File: config.mk
export PLATFORM = sky130hd
export DESIGN_NAME = layeriomem_scheduler
export DESIGN_NICKNAME = d
export VERILOG_FILES = /design/src/rtl/layeriomem_scheduler_pkg.sv /design/src/rtl/layeriomem_scheduler_ring_ptr.sv /design/src/rtl/layeriomem_scheduler.sv
export SDC_FILE = /design/constraint.sdc
export NUM_CORES = 1
export LEC_CHECK = 0
export ABC_AREA = 1
export BUFFER_PORTS_ARGS = -buffer_cell sky130_fd_sc_hd__buf_2
export CORE_MARGIN = 4
export CORE_UTILIZATION = 35
export CTS_BUF_LIST = sky130_fd_sc_hd__clkbuf_8 sky130_fd_sc_hd__clkbuf_16
export DETAILED_ROUTE_END_ITERATION = 16
export GPL_ROUTABILITY_DRIVEN = 0
export PLACE_DENSITY_LB_ADDON = 0.05
export SETUP_SLACK_MARGIN = 0.3
export SYNTH_ARGS = -nofsm -noshare
export SYNTH_HDL_FRONTEND = slang
export SYNTH_SLANG_ARGS = --single-unit
File: constraint.sdc
create_clock -name clk -period 4.6 [get_ports clk]
set_clock_uncertainty 0.2 [all_clocks]
set_input_delay 0.92 -clock clk [delete_from_list [all_inputs] [get_ports clk]]
set_output_delay 0.92 -clock clk [all_outputs]
set_load 0.01 [all_outputs]
File: src/rtl/layeriomem_scheduler_pkg.sv
// Shared types and defaults for the layer-IO memory ring scheduler.
package layeriomem_scheduler_pkg;

    localparam int _TOTAL_LAYERIOMEMS = 3;

    typedef enum logic [1:0] {
        MEM_FREE,
        MEM_WRITING,
        MEM_LOADED,
        MEM_READING
    } iomem_state_t;

endpackage

File: src/rtl/layeriomem_scheduler_ring_ptr.sv
// Wrapping modulo-N pointer with advance and synchronous clear.
module layeriomem_scheduler_ring_ptr #(
    parameter int N = 3,
    localparam int W = $clog2(N)
) (
    input  logic         clk,
    input  logic         resetn,
    input  logic         clear,
    input  logic         advance,
    output logic [W-1:0] ptr
);

    logic [W-1:0] ptr_q;
    logic [W-1:0] ptr_d;

    always_comb begin
        ptr_d = ptr_q;
        if (advance) begin
            ptr_d = (ptr_q == W'(N - 1)) ? '0 : ptr_q + W'(1);
        end
    end

    always_ff @(posedge clk) begin
        if (!resetn || clear) begin
            ptr_q <= '0;
        end else begin
            ptr_q <= ptr_d;
        end
    end

    assign ptr = ptr_q;

endmodule

File: src/rtl/layeriomem_scheduler.sv
// Sequences producer/consumer access to a ring of layer-IO memories on the arbitrated FIFO bus.
module layeriomem_scheduler
    import layeriomem_scheduler_pkg::*;
#(
    parameter int TOTAL_MEMS = _TOTAL_LAYERIOMEMS,
    localparam int SELW = $clog2(TOTAL_MEMS),
    localparam int CNTW = $clog2(TOTAL_MEMS + 1)
) (
    input  logic            clk,
    input  logic            resetn,
    input  logic            flush,
    input  logic            wr_start,
    input  logic            wr_last,
    input  logic            rd_start,
    input  logic            rd_last,
    input  logic            rd_keep,
    output logic [SELW-1:0] wrsel,
    output logic [SELW-1:0] rdsel,
    output logic            wr_ready,
    output logic            rd_ready,
    output logic            wr_active,
    output logic            rd_active,
    output logic [CNTW-1:0] loaded_count,
    output logic            proto_err
);

    iomem_state_t    mem_state_q [TOTAL_MEMS];
    iomem_state_t    mem_state_d [TOTAL_MEMS];
    logic            wr_active_q, wr_active_d;
    logic            rd_active_q, rd_active_d;
    logic [CNTW-1:0] loaded_count_q, loaded_count_d;
    logic            proto_err_q, proto_err_d;

    logic wr_start_ok, wr_last_ok, rd_start_ok, rd_last_ok;
    logic wr_adv, rd_adv;

    layeriomem_scheduler_ring_ptr #(.N(TOTAL_MEMS)) u_wr_ptr (
        .clk     (clk),
        .resetn  (resetn),
        .clear   (flush),
        .advance (wr_adv),
        .ptr     (wrsel)
    );

    layeriomem_scheduler_ring_ptr #(.N(TOTAL_MEMS)) u_rd_ptr (
        .clk     (clk),
        .resetn  (resetn),
        .clear   (flush),
        .advance (rd_adv),
        .ptr     (rdsel)
    );

    assign wr_ready = (mem_state_q[wrsel] == MEM_FREE) && !wr_active_q;
    assign rd_ready = (mem_state_q[rdsel] == MEM_LOADED) && !rd_active_q;

    // A last paired with an accepted start in the same cycle is a legal single-cycle transfer.
    assign wr_start_ok = wr_start && wr_ready;
    assign wr_last_ok  = wr_last && (wr_active_q || wr_start_ok);
    assign rd_start_ok = rd_start && rd_ready;
    assign rd_last_ok  = rd_last && (rd_active_q || rd_start_ok);

    always_comb begin
        mem_state_d    = mem_state_q;
        wr_active_d    = wr_active_q;
        rd_active_d    = rd_active_q;
        wr_adv         = 1'b0;
        rd_adv         = 1'b0;

        if (wr_last_ok) begin
            mem_state_d[wrsel] = MEM_LOADED;
            wr_active_d        = 1'b0;
            wr_adv             = 1'b1;
        end else if (wr_start_ok) begin
            mem_state_d[wrsel] = MEM_WRITING;
            wr_active_d        = 1'b1;
        end

        // Write and read sides never share a memory, so these updates cannot collide.
        if (rd_last_ok) begin
            mem_state_d[rdsel] = rd_keep ? MEM_LOADED : MEM_FREE;
            rd_active_d        = 1'b0;
            rd_adv             = !rd_keep;
        end else if (rd_start_ok) begin
            mem_state_d[rdsel] = MEM_READING;
            rd_active_d        = 1'b1;
        end

        loaded_count_d = loaded_count_q + CNTW'(wr_last_ok) - CNTW'(rd_last_ok && !rd_keep);

        proto_err_d = proto_err_q
                    | (wr_start && !wr_ready)
                    | (wr_last && !wr_last_ok)
                    | (rd_start && !rd_ready)
                    | (rd_last && !rd_last_ok);
    end

    always_ff @(posedge clk) begin
        if (!resetn || flush) begin
            mem_state_q    <= '{default: MEM_FREE};
            wr_active_q    <= 1'b0;
            rd_active_q    <= 1'b0;
            loaded_count_q <= '0;
            proto_err_q    <= 1'b0;
        end else begin
            mem_state_q    <= mem_state_d;
            wr_active_q    <= wr_active_d;
            rd_active_q    <= rd_active_d;
            loaded_count_q <= loaded_count_d;
            proto_err_q    <= proto_err_d;
        end
    end

    assign wr_active    = wr_active_q;
    assign rd_active    = rd_active_q;
    assign loaded_count = loaded_count_q;
    assign proto_err    = proto_err_q;

endmodule

**Word level (Yosys, flattened, before mapping)**

Index checks and enable logic that the tools add are counted.

- $add $sub $neg: 4
- $lt $le $gt $ge: 4
- Equal/unequal tests: 3
- Mux-type cells: 20
- Bitwise operators: 13
- Reductions and logical operators: 27

Operator list:

| kind | count |
|---|---|
| 6-bit two-way mux | 4 |
| 2-bit two-way mux | 9 |
| 1-bit logical AND | 13 |
| 2-bit binary-select mux with 2-bit select | 2 |
| 2-bit demux with 2-bit select | 2 |
| 1-bit zero test | 8 |
| 3-bit AND | 2 |
| 6-bit bitwise mux | 1 |
| 2-bit == test, second input constant | 3 |
| 3-bit greater-or-equal comparator, second input constant | 2 |
| 3-bit by 1-bit < comparator with 1-bit output, second input constant | 2 |
| 2-bit NOT with 3-bit output | 2 |
| 3-bit NOT | 2 |
| 3-bit OR | 2 |
| 6-bit OR | 1 |
| 2-bit by 1-bit adder with 2-bit output, second input constant | 2 |
| 1-bit OR | 4 |
| 2-bit OR reduction | 2 |
| 1-bit logical OR | 3 |
| 2-bit by 1-bit adder with 2-bit output | 1 |
| 2-bit zero test | 1 |
| 1-bit two-way mux | 2 |
| 2-bit by 1-bit subtractor with 2-bit output | 1 |

- Flip-flop bits (word level): 15
- Input bits: 8
- Output and inout bits: 11
- Logic and storage cells: 80

**Depth between registers and ports, before layout**

Gate-level depths: netlist of the first run.

- Word-level depth: 14
- Depth in mapped cells: 15
- Mapped depth without buffers: 15

**Hierarchy**

Synthesis of the first run repeated with hierarchy kept, for this count alone.

- Cells, all modules: 139
- Area total of the unflattened synthesis: 912.1 sq um

By module, submodules not included:

| module | instances | cells each | area an instance (sq um) |
|---|---|---|---|
| layeriomem_scheduler | 1 | 113 | 739.5 |
| layeriomem_scheduler_ring_ptr | 2 | 13 | 86.3 |

**Least setup slack after synthesis of the first run**

No wires, ideal clock.

- Kind: input to register
- Start: input wr_start
- End: register loaded_count_q[1], in the netlist loaded_count[1]
- Setup time: 0.113 ns
- Data arrival time: 1.985 ns
- Data required time: 4.287 ns
- Setup slack: 2.303 ns
- Cell stages on the path: 10
- Cells stage by stage: nand3_2 a21boi_2 inv_1 nand2_1 nand2_1 ha_1 xor2_1 o21bai_2 nand2_1 nor2_1

- Word-level cells in the longest chain between the ends: 5

RTL lines:

| item | RTL line | RTL |
|---|---|---|
| start: declaration | layeriomem_scheduler.sv:12 | `input logic wr_start,` |
| 1-bit logical AND | layeriomem_scheduler.sv:57 | `assign wr_start_ok = wr_start && wr_ready;` |
| 1-bit logical OR | layeriomem_scheduler.sv:58 | `assign wr_last_ok = wr_last && (wr_active_q \|\| wr_start_ok);` |
| 1-bit logical AND | layeriomem_scheduler.sv:58 |  |
| 2-bit by 1-bit adder with 2-bit output | layeriomem_scheduler.sv:88 | `loaded_count_d = loaded_count_q + CNTW'(wr_last_ok) - CNTW'(rd_last_ok && !rd_keep);` |
| 2-bit by 1-bit subtractor with 2-bit output | layeriomem_scheduler.sv:88 |  |
| end signal: assignment | layeriomem_scheduler.sv:108 | `loaded_count_q <= loaded_count_d;` |
| end: declaration | layeriomem_scheduler.sv:31 | `logic [CNTW-1:0] loaded_count_q, loaded_count_d;` |

No other way between the ends.
A chain may end at the register's enable or synchronous reset.

**Worst setup path after layout of the first run**

- Start: register u_rd_ptr.ptr_q[1], in the netlist u_rd_ptr.ptr[1]
- End: output rd_ready

- Word-level cells in the longest chain between the ends: 6

RTL lines:

| item | RTL line | RTL |
|---|---|---|
| start: declaration | layeriomem_scheduler_ring_ptr.sv:13 | `logic [W-1:0] ptr_q;` |
| start signal: assignment | layeriomem_scheduler_ring_ptr.sv:27 | `ptr_q <= ptr_d;` |
| 2-bit NOT with 3-bit output (implied by the code) | layeriomem_scheduler.sv:54 | `assign rd_ready = (mem_state_q[rdsel] == MEM_LOADED) && !rd_active_q;` |
| 2-bit binary-select mux with 2-bit select | layeriomem_scheduler.sv:54 |  |
| 2-bit two-way mux (implied by the code) (2 in series) | layeriomem_scheduler.sv:54 |  |
| 2-bit == test | layeriomem_scheduler.sv:54 |  |
| 1-bit logical AND | layeriomem_scheduler.sv:54 |  |
| end: declaration | layeriomem_scheduler.sv:20 | `output logic rd_ready,` |

No other way between the ends. The select of a mux whose other input is x is not followed.

==> impl_results.md, run 1 <==
- Crit path from: u_rd_ptr.ptr[1]$_SDFFE_PP0P_
- Most frequent cell after synthesis: nand2_1
- Final Cycle Share: a little over half
- Htree depth: 1
- Gate Count Post-Synth: between 100 and 150
- Area contributors post-synth: dfxtp_1 (35%), nand2_1 (15%), nor2_1 (9.1%)
- Final core utilization: 45.35%
- Ant. Diodes: 0
- Area grow syn2layout: 19.74%
- HPWL after DPL: between 1500 and 2000 um
- Largest net degree at the start of global routing: 11
- Total power: 0.0002793 W
- Syn nets: between 100 and 150
- Final min period: roughly 2.4 ns
- Crit path capture type: output pin
- Slew margin rel.: ~70%
- Total Wirelength: a little over 2000 um
- Initial antenna violation count: 0
- Register area share after synthesis: 34.83%
- CTS tree: yes
- Post-route DRC: 0
- Yosys top cell by area: dfxtp_1
- Most frequent cells after synthesis: nand2_1 (34), nor2_1 (21), inv_1 (20), dfxtp_1 (15), a21oi_1 (8)
- GR Overflow Total: 0
- Clk pwr share: approximately 38%
- Clk root buf: clkbuf_8
- MaxCap Viol Count: 0
- I/O pin count: 19
- CP Capture Point: rd_ready
- Leak: around 0.54 nW
- Critical R2R Capture: loaded_count[1]$_SDFF_PP0_
- Die Ht: 57.63 um
- Clk slew on worst S/H paths: ~0.070 ns
- Status: finished clean
- Highest clock rate: 408.9 MHz
- Avg Vias per Cell: around 4.7
- Critical Path Start Type: flip-flop
- Pint: ~0.0002 W
- First-pass DRT Iterations: 4
- Core ar.: approximately 0.0023 mm^2
- Worst vdd ir: roughly 0.22 mV
- CP arrival: between 1 and 1.5 ns
- Vias in the first global route: between 700 and 800
- Worst-Margin Slew: roughly 0.44 ns
- Routed len/inst: roughly 11 um
- Average size of a mapped cell: ~6.4 um^2
- Total Die Area: between 0.003 and 0.004 mm^2
- WP data required: roughly 3.5 ns
- Initial Utilization: 37.88%
- Fraction of registers with async set/reset: 0%
- Min-delay worst type: reg2reg
- Crit path max fanout: 7
- Setup total negative slack: 0 ns
- R2r startpoint: u_wr_ptr.ptr[1]$_SDFFE_PP0P_
- I/O Buffers: 18
- Sw frac: a little over a quarter
- Min Hold Slack: 0.3068 ns
- Total GRT Usage: ~13%
- Worst path max stage delay: 0.46 ns
- Post-CTS Hold Buffers: 0
- Kind of critical path: reg2out
- Sw power: ~0.000073 W
- Layout cells sized above 1: 22.44%
- Sequential Power Share: approximately half
- Fin. Hold Viols: 0
- First-pass GRT wire length: 3346 um
- Final setup vio count: 0
- Number of instances resized during post-cts repair: 0
- Vias: ~860
- Post-CTS setup buffers: 0
- Die X: about 58 um
- Primary FF master, synth: dfxtp_1
- Post-Syn Area: between 800 and 900 um^2
- Inserted Clock Buffers: 3
- Pwr Density: ~270 mW/mm^2
- Yosys cell types: 22
- Final slew viol count: 0
- Worst-skew pair later-pin latency: around 0.25 ns
- Syn. warnings: 0
- Layout Nets: 166
- Top-area cell type share of the netlist area: between 30% and 40%
- FP Rows: 17
- Worst Reg2Reg Path Length in Cells: 14
- CTS max path bufs: 2
- RSZ-0062 raised after global routing: no
- Reg2Reg Setup Slack: between 2 and 2.5 ns
- Combinational group share of total power: a little over an eighth
- Crit path cell chain: inv_1 > nand3_1 > nand2_1 > nor2_2 > nand2_1 > inv_1 > buf_2
- Number of enable flip-flop cells after synthesis: 0
- Drt first-iter violations: 25
- CTS Sinks: 15
- Antenna-violating nets left: 0
- Number of synthesized register bits: 15
- Slowest cell on crit path: dfxtp_1
sequential cells by signal, indices dropped and copies added, names as in the netlist:
signal,flops
mem_state_q,6
u_wr_ptr.ptr,2
rd_active,1
u_rd_ptr.ptr,2
proto_err,1
loaded_count,2
wr_active,1
logic make-up after synthesis:
family          count (synthesis)  share of synthesized area, %
simple gates                   76                         41.07
buf+inv                        25                         10.88
compound gates                 16                         10.74
flops                          15                         34.83
xor+xnor                        1                         1.016
fa+ha+maj                       1                         1.451
critical path: cells and delay by family (launching register included):
family | cells | cell delay (ns)
buf+inv | 3 | 0.28
flops | 1 | 0.46
simple gates | 4 | 0.34
worst min-delay path by stage:
| stage | from | endpoint | slack (ns) | cells past startpoint |
|---|---|---|---|---|
| finish | u_wr_ptr.ptr[1]$_SDFFE_PP0P_ | u_wr_ptr.ptr[1]$_SDFFE_PP0P_ | 0.31 | 2 |
| global route | u_wr_ptr.ptr[1]$_SDFFE_PP0P_ | u_wr_ptr.ptr[1]$_SDFFE_PP0P_ | 0.34 | 2 |
| CTS | u_wr_ptr.ptr[1]$_SDFFE_PP0P_ | u_wr_ptr.ptr[1]$_SDFFE_PP0P_ | 0.31 | 2 |
| detailed placement | u_wr_ptr.ptr[1]$_SDFFE_PP0P_ | u_wr_ptr.ptr[1]$_SDFFE_PP0P_ | 0.30 | 2 |
| global placement | u_wr_ptr.ptr[1]$_SDFFE_PP0P_ | u_wr_ptr.ptr[1]$_SDFFE_PP0P_ | 0.30 | 2 |
| floorplan | mem_state_q[5]$_SDFF_PP0_ | mem_state_q[5]$_SDFF_PP0_ | 0.32 | 4 |
per-stage QoR:
stage | cells | worst slack, ns | instance area, um^2
finish | 184 | 2.154 | 1032
global route | 184 | 1.989 | 1032
CTS | 184 | 2.156 | 1032
detailed placement | 180 | 2.058 | 987.2
global placement | 180 | 2.126 | 987.2
floorplan | 134 | 2.303 | 862.1
layout make-up:
| cell class | count | area, um^2 |
|---|---|---|
| fillers | 253 | 1244 |
| multi-input cells | 94 | 467.9 |
| flip-flops and latches | 15 | 300.3 |
| inverters | 25 | 93.84 |
| repair buffers | 18 | 90.09 |
| clock buffers | 3 | 41.29 |
| well taps | 28 | 35.03 |
| clock inverters | 1 | 3.754 |
power by group through the flow:
stage | Combinational, W | Clock, W | Sequential [W]
floorplan | 0.0000244 | 0 | 0.000139
global placement | 0.0000377 | 0 | 0.000138
detailed placement | 0.0000380 | 0 | 0.000138
CTS | 0.0000382 | 0.000111 | 0.000135
global route | 0.0000441 | 0.000117 | 0.000136
finish | 0.0000378 | 0.000106 | 0.000135
cells in the final DEF, fill, tap and decap left out, drive strengths merged:
cell type / synthesis / routed
a21boi: 1 / 1
a21oi: 8 / 8
and3: 1 / 1
buf: 0 / 18
clkbuf: 0 / 3
clkinv: 1 / 1
dfxtp: 15 / 15
ha: 1 / 1
inv: 24 / 25
nand2: 35 / 35
nand3: 10 / 10
nand3b: 2 / 2
nand4: 2 / 2
nor2: 25 / 25
nor3: 1 / 1
o21ai: 6 / 6
o21bai: 1 / 1
xor2: 1 / 1
routing by layer:
metal	up-vias	routed length, um	GRT usage, %
li1	460	-	-
met1	369	993	18.03
met2	32	882	19.03
met3	2	189	4.454
met4	0	8	1.987
met5	-	0	0
No activity file was read; power rests on OpenSTA's default activity.
==> run 2: changes to the inputs <==
==> constraint.sdc (replaced) <==
create_clock -name clk -period 2.5 [get_ports clk]
set_clock_uncertainty 0.2 [all_clocks]
set_input_delay 0.5 -clock clk [delete_from_list [all_inputs] [get_ports clk]]
set_output_delay 0.5 -clock clk [all_outputs]
set_load 0.01 [all_outputs]
==> run 2 against run 1 <==
Compared with the run above: clock power increased by 99%; hold slack got worse by 0.029 ns; total power increased by 97%; utilization increased by 6.2 points; sequential power increased by 81%; die area unchanged; combinational power increased by 150%; global-route usage increased by 0.83 points; routed wire length increased by 5.3%; final cell count increased by 4.9%; highest routed layer unchanged; sequential share of layout area decreased by 2.2 points; non-clock buffer count increased by 9; largest cell class unchanged.
==> impl_results.md, run 2 (synthesized netlist as in run 1, its figures left out) <==
- Status: finished clean
- Pwr Density: 467.8 mW/mm^2
- Antenna-violating nets left: 0
- FP Rows: 17
- Die X: roughly 58 um
- Crit path max fanout: 7
- Hold Crit Depth: 2
- Slowest cell on crit path: dfxtp_4
- WP buf/inv: 1
- Fillers: roughly 240
- Initial Utilization: between 30% and 40%
- Clk slew on worst S/H paths: approximately 0.07 ns
- Total GRT Usage: between 10% and 20%
- Kind of critical path: reg2reg
- Most Crowded Layer GR: met1
- Total Wirelength: 2182 um
- Vias: 897
- Reg2Reg Setup Slack: 0.37 ns
- Die Ht: 57.63 um
- Crit-path leading delay family: simple AND/OR/NAND/NOR gates
- GR Util met2: a little under a fifth
- Met1 usage: 19.11%
- Crit path cell chain: inv_2 > nand3_1 > nand2_1 > nor2_2 > nand3_2 > nand2_4 > nand3_4 > nand2_1 > nand2_2 > ha_4 > xor2_2 > o21bai_4 > nand2_1 > nor2_1
- Worst-skew pair later-pin latency: 0.26 ns
- Setup total negative slack: 0 ns
- CTS Sinks: 15
- Slew margin rel.: just over 80%
- M3 GR Usage: 3.341%
- Crit path capture type: flip-flop
- First-pass GRT wire length: between 3000 and 4000 um
- Worst path max stage delay: around 0.4 ns
- Final Cycle Share: between 80 and 90%
- GR Overflow Total: 0
- Final setup vio count: 0
- Largest net degree at the start of global routing: 11
- Final min period: approximately 2.1 ns
- Fin. Hold Viols: 0
- RSZ-0062 raised after global routing: yes
- Core ar.: ~0.0023 mm^2
- Reg with most FFs: mem_state_q
- WP data required: between 2 and 2.5 ns
- Initial antenna violation count: 0
- Inserted Clock Buffers: 3
- Critical Path Start Type: flip-flop
- CTS max path bufs: 2
- Leak: just under 0.6 nW
- CP Depth: 14
- Most common cell on crit path: nand2_1
- Final Worst Setup Slack: about 0.37 ns
- First-pass DRT Iterations: 4
- Clk root buf: clkbuf_8
- Routed len/inst: 11.31 um
- Final slew viol count: 0
- Post-CTS Hold Buffers: 0
- Final instance area: around 0.0012 mm^2
- Worst-Margin Slew: between 0.2 and 0.3 ns
- Final core utilization: 51.57%
- Vias in the first global route: 800
- MaxCap Viol Count: 0
- Avg Vias per Cell: about 4.6
- Worst Reg2Reg Path Length in Cells: 14
- DP Area: about 1000 um^2
- Total Die Area: roughly 0.0033 mm^2
- I/O pin count: 19
- Drt first-iter violations: 32
- Highest clock rate: approximately 470 MHz
- CTS tree: yes
- Htree depth: 1
- Worst slack at placement: a little over 0.2 ns
- Min-delay worst type: in2reg
- Largest register FFs: 6
- I/O Buffers: 18
- Area grow syn2layout: 36.14%
- CP arrival: between 2 and 2.5 ns
- Worst vdd ir: approximately 0.31 mV
- HPWL after DPL: about 1600 um
- Layout Nets: 175
- Layout cells sized above 1: a little over a third
- Ant. Diodes: 0
- Most frequent cells in the layout: nand2_1 (30), nor2_1 (19), inv_1 (18), buf_2 (18), dfxtp_1 (11)
- Post-route DRC: 0
- Commonest non-fill, non-tap cell in the layout: nand2_1
[run 2: path summary, 6_finish.rpt]
kind	to	startpoint
worst max-delay path	loaded_count[1]$_SDFF_PP0_	u_rd_ptr.ptr[1]$_SDFFE_PP0P_
worst min-delay path	wr_active$_SDFFE_PP0N_	wr_last
worst max register to register	loaded_count[1]$_SDFF_PP0_	u_rd_ptr.ptr[1]$_SDFFE_PP0P_
worst min register to register	u_wr_ptr.ptr[1]$_SDFFE_PP0P_	u_wr_ptr.ptr[1]$_SDFFE_PP0P_
[run 2: worst register-to-register path, delay by kind of cell (launching register included)]
kind,cells,cell delay (ns)
AND/OR/NAND/NOR,10,0.89
flip-flops,1,0.40
XOR/XNOR,1,0.17
AO/OA/AOI/OAI,1,0.17
adder cells (fa/ha/maj),1,0.16
buffers and inverters,1,0.05
[run 2: area by class of cell]
cell class | count | area (um^2) | share of cell area (%)
clock buffers | 3 | 41.29 | 3.518
clock inverters | 1 | 7.507 | 0.6397
well taps | 28 | 35.03 | 2.985
repair buffers | 27 | 157.7 | 13.43
multi-input cells | 94 | 523.0 | 44.56
inverters | 25 | 93.84 | 7.996
flip-flops and latches | 15 | 315.3 | 26.87
[run 2: through the flow]
| stage | total power (W) | hold slack [ns] | instances |
|---|---|---|---|
| 3_5_place_dp | 0.0003257 | 0.2950 | 181 |
| 2_1_floorplan | 0.0003000 | 0.3158 | 134 |
| 5_1_grt | 0.0005806 | 0.2861 | 193 |
| 4_1_cts | 0.0005503 | 0.2674 | 189 |
| 6_report | 0.0005491 | 0.2775 | 193 |
| 3_3_place_gp | 0.0003254 | 0.2943 | 181 |
[run 2: where the power goes]
group | switching [W] | leakage [nW] | total [W] | internal, W
clock | 0.0000982 | 0.0217 | 0.000211 | 0.000112
combinational | 0.0000519 | 0.442 | 0.0000931 | 0.0000412
sequential | 0.00000463 | 0.125 | 0.000245 | 0.000241
total | 0.000155 | 0.589 | 0.000549 | 0.000394
[run 2: routing by layer]
layer	vias to the layer above	wire length [um]
met2	26	950
met1	387	1014
met3	7	156
met5	-	0
li1	477	-
met4	0	61
[run 2: timing repair]
item / CTS / global route
resized for setup: 4 / 18
endpoints found under the setup margin: 1 / 2
buffers inserted: 4 / 4
pin swaps: 3 / 11
==> run 3: changes to the inputs <==
--- a/config.mk
+++ b/config.mk
@@ -5,7 +5,6 @@
 export SDC_FILE = /design/constraint.sdc
 export NUM_CORES = 1
 export LEC_CHECK = 0
-export ABC_AREA = 1
 export BUFFER_PORTS_ARGS = -buffer_cell sky130_fd_sc_hd__buf_2
 export CORE_MARGIN = 4
 export CORE_UTILIZATION = 35
==> run 3 against run 2 <==
Compared with the run above: design area up 7.4%; critical path depth down 4; global-route usage up 1.8 points; routed wire length up 21%.
==> impl_results.md, run 3 <==
- Sw frac: 27.30%
- Worst-skew pair later-pin latency: 0.25 ns
- Final setup vio count: 0
- Slew margin rel.: between 60% and 70%
- Yosys top cell by area: dfxtp_1
- Syn nets: 120
- Avg Vias per Cell: roughly 5.5
- Primary FF master, synth: dfxtp_1
- M3 GR Usage: 3.145%
- CTS max path bufs: 2
- GR Overflow Total: 0
- Total Die Area: roughly 0.0037 mm^2
- Total GRT Usage: between 15 and 20%
- Layout cells sized above 1: 38.13%
- CTS Sinks: 15
- Leak: approximately 0.5 nW
- Crit path from: u_rd_ptr.ptr[1]$_SDFFE_PP0P_
- Fin. Hold Viols: 0
- Inserted Clock Buffers: 3
- Core ar.: around 0.0027 mm^2
- Status: finished clean
- Register area share after synthesis: 30.38%
- Most frequent cells in the layout: buf_2 (18), dfxtp_1 (13), a21oi_1 (12)
- Sw power: 0.0001479 W
- Clk pwr share: between 30% and 40%
- Initial Utilization: between 30% and 40%
- Worst-Margin Slew: roughly 0.56 ns
- Setup total negative slack: 0 ns
- Drt first-iter violations: 38
- Final Cycle Share: about nine tenths
- Antenna-violating nets left: 0
- Ant. Diodes: 0
- Kind of critical path: reg2reg
- WP data required: roughly 2.4 ns
- Sequential Power Share: between 40% and 50%
- Met1 usage: 21.04%
- Hold Crit Start: proto_err$_SDFF_PP0_
- Largest net degree at the start of global routing: 12
- Number of enable flip-flop cells after synthesis: 0
- Post-route DRC: 0
- Gate Count Post-Synth: about 110
- Die Ht: 61.14 um
- First-pass GRT wire length: around 4200 um
- Most frequent cells after synthesis: dfxtp_1 (15), a21oi_1 (12), nor2_1 (9), inv_1 (5), nand2_1 (5)
- Routed len/inst: around 16 um
- Worst slack at placement: ~0.08 ns
- Largest register FFs: 6
- Htree depth: 1
- Initial antenna violation count: 0
- Fillers: about 270
- Combinational group share of total power: between 15 and 20%
- Area contributors post-synth: dfxtp_1 (30%), a21oi_1 (6.1%), nor2_1 (3.4%)
- FP Rows: 19
- Worst vdd ir: between 0.2 and 0.25 mV
- Final slew viol count: 0
- CP arrival: approximately 2.1 ns
- Average size of a mapped cell: ~9 um^2
- Fraction of registers with async set/reset: 0%
- Yosys cell types: 48
- Crit path max fanout: 4
- Crit path capture type: flip-flop
- I/O Buffers: 18
- Number of synthesized register bits: 15
- CTS tree: yes
- Commonest non-fill, non-tap cell in the layout: buf_2
- HPWL after DPL: 1912 um
- Top-area cell type share of the netlist area: 30.38%
- Syn. warnings: 0
- Clk root buf: clkbuf_8
- Post-Syn Area: approximately 990 um^2
- GR Util met2: roughly 22%
- Area grow syn2layout: 27.47%
- Final Worst Setup Slack: between 0.2 and 0.3 ns
- Vias in the first global route: roughly 870
- Die X: around 61 um
- I/O pin count: 19
- Critical Path Start Type: flip-flop
- Most frequent cell after synthesis: dfxtp_1
- Total power: ~0.00054 W
- Final min period: around 2.2 ns
- RSZ-0062 raised after global routing: yes
- Clk slew on worst S/H paths: around 0.06 ns
- MaxCap Viol Count: 0
- Reg with most FFs: mem_state_q
- R2r startpoint: u_rd_ptr.ptr[1]$_SDFFE_PP0P_
- Pint: about 0.00039 W
- Vias: 943
- Total Wirelength: between 2000 and 3000 um
- Min-delay worst type: reg2reg
- First-pass DRT Iterations: 4
- Most Crowded Layer GR: met2
- Layout Nets: around 150
- Highest clock rate: roughly 450 MHz
- Pwr Density: around 430 mW/mm^2
[run 3: changes by cell type after synthesis, sizes merged, moves of 3 or more]
cell / before / now
inv: 24 / 5
nor3b: 0 / 3
nor3: 1 / 4
and2b: 0 / 4
nand2: 35 / 5
a31oi: 0 / 3
a21oi: 8 / 12
nand3: 10 / 4
a221oi: 0 / 3
nor2: 25 / 10
[run 3: power by group through the flow]
stage               clock (W)  sequential (W)  combinational, W
finish               0.000198        0.000250         0.0000936
global route         0.000213        0.000251          0.000102
CTS                  0.000202        0.000249         0.0000924
detailed placement          0        0.000256         0.0000862
global placement            0        0.000256         0.0000867
floorplan                   0        0.000256         0.0000580
[run 3: final timing paths]
| kind | to | slack, ns | depth (start not counted) |
|---|---|---|---|
| worst max-delay path | loaded_count[1]$_SDFF_PP0_ | 0.30 | 10 |
| worst min-delay path | proto_err$_SDFF_PP0_ | 0.29 | 1 |
| worst max register to register | loaded_count[1]$_SDFF_PP0_ | 0.30 | 10 |
| worst min register to register | proto_err$_SDFF_PP0_ | 0.29 | 1 |
[run 3: final cells by class]
type | count | area [um^2] | area share (%)
clock buffers | 3 | 41.29 | 3.277
clock inverters | 1 | 3.754 | 0.2979
inverters | 5 | 18.77 | 1.490
multi-input cells | 87 | 674.4 | 53.53
flip-flops and latches | 15 | 305.3 | 24.23
well taps | 31 | 38.79 | 3.078
repair buffers | 28 | 177.7 | 14.10
[run 3: kinds of logic (layout without fill, tap and decap cells)]
family / after synthesis / after routing / synth area share (%)
adders and majority gates: 1 / 1 / 1.266
buffers and inverters: 9 / 37 / 4.304
DFF: 15 / 15 / 30.38
xor gates and xnor gates: 2 / 2 / 1.772
and+or+nand+nor: 45 / 45 / 26.46
AOI/OAI and AO/OA: 37 / 37 / 32.53
muxes: 2 / 2 / 3.291
[run 3: what timing repair did]
item / in CTS / in global routing
gates cloned: 0 / 0
endpoints found under the setup margin: 1 / 3
resized for setup: 5 / 4
pin swaps: 7 / 3
setup buffers: 6 / 2
hold buffers: 0 / 0
[run 3: layer usage]
layer,share of wire [%],wire (um)
met1,48,1258
met2,46,1208
met5,0,0
met4,2.0,53
met3,4.8,128
[run 3: per-stage QoR]
step / hold WS, ns / cell area (um^2) / utilization (%) / std cells
6_report: 0.2949 / 1260 / 46.09 / 170
2_1_floorplan: 0.3090 / 989.7 / - / 111
5_1_grt: 0.3213 / 1260 / 46.09 / 170
4_1_cts: 0.2899 / 1230 / 44.99 / 168
3_3_place_gp: 0.2590 / 1110 / 40.60 / 158
3_5_place_dp: 0.2656 / 1110 / 40.60 / 158
[run 3: critical path, cell delays in order, from the launching register on]
cell,delay [ns]
dfxtp_4,0.38
buf_12,0.11
mux2i_1,0.20
a2bb2oi_2,0.20
o21a_4,0.17
nor2_4,0.04
xnor2_1,0.16
ha_2,0.21
xor2_2,0.14
nand4_1,0.09
nor3b_2,0.16
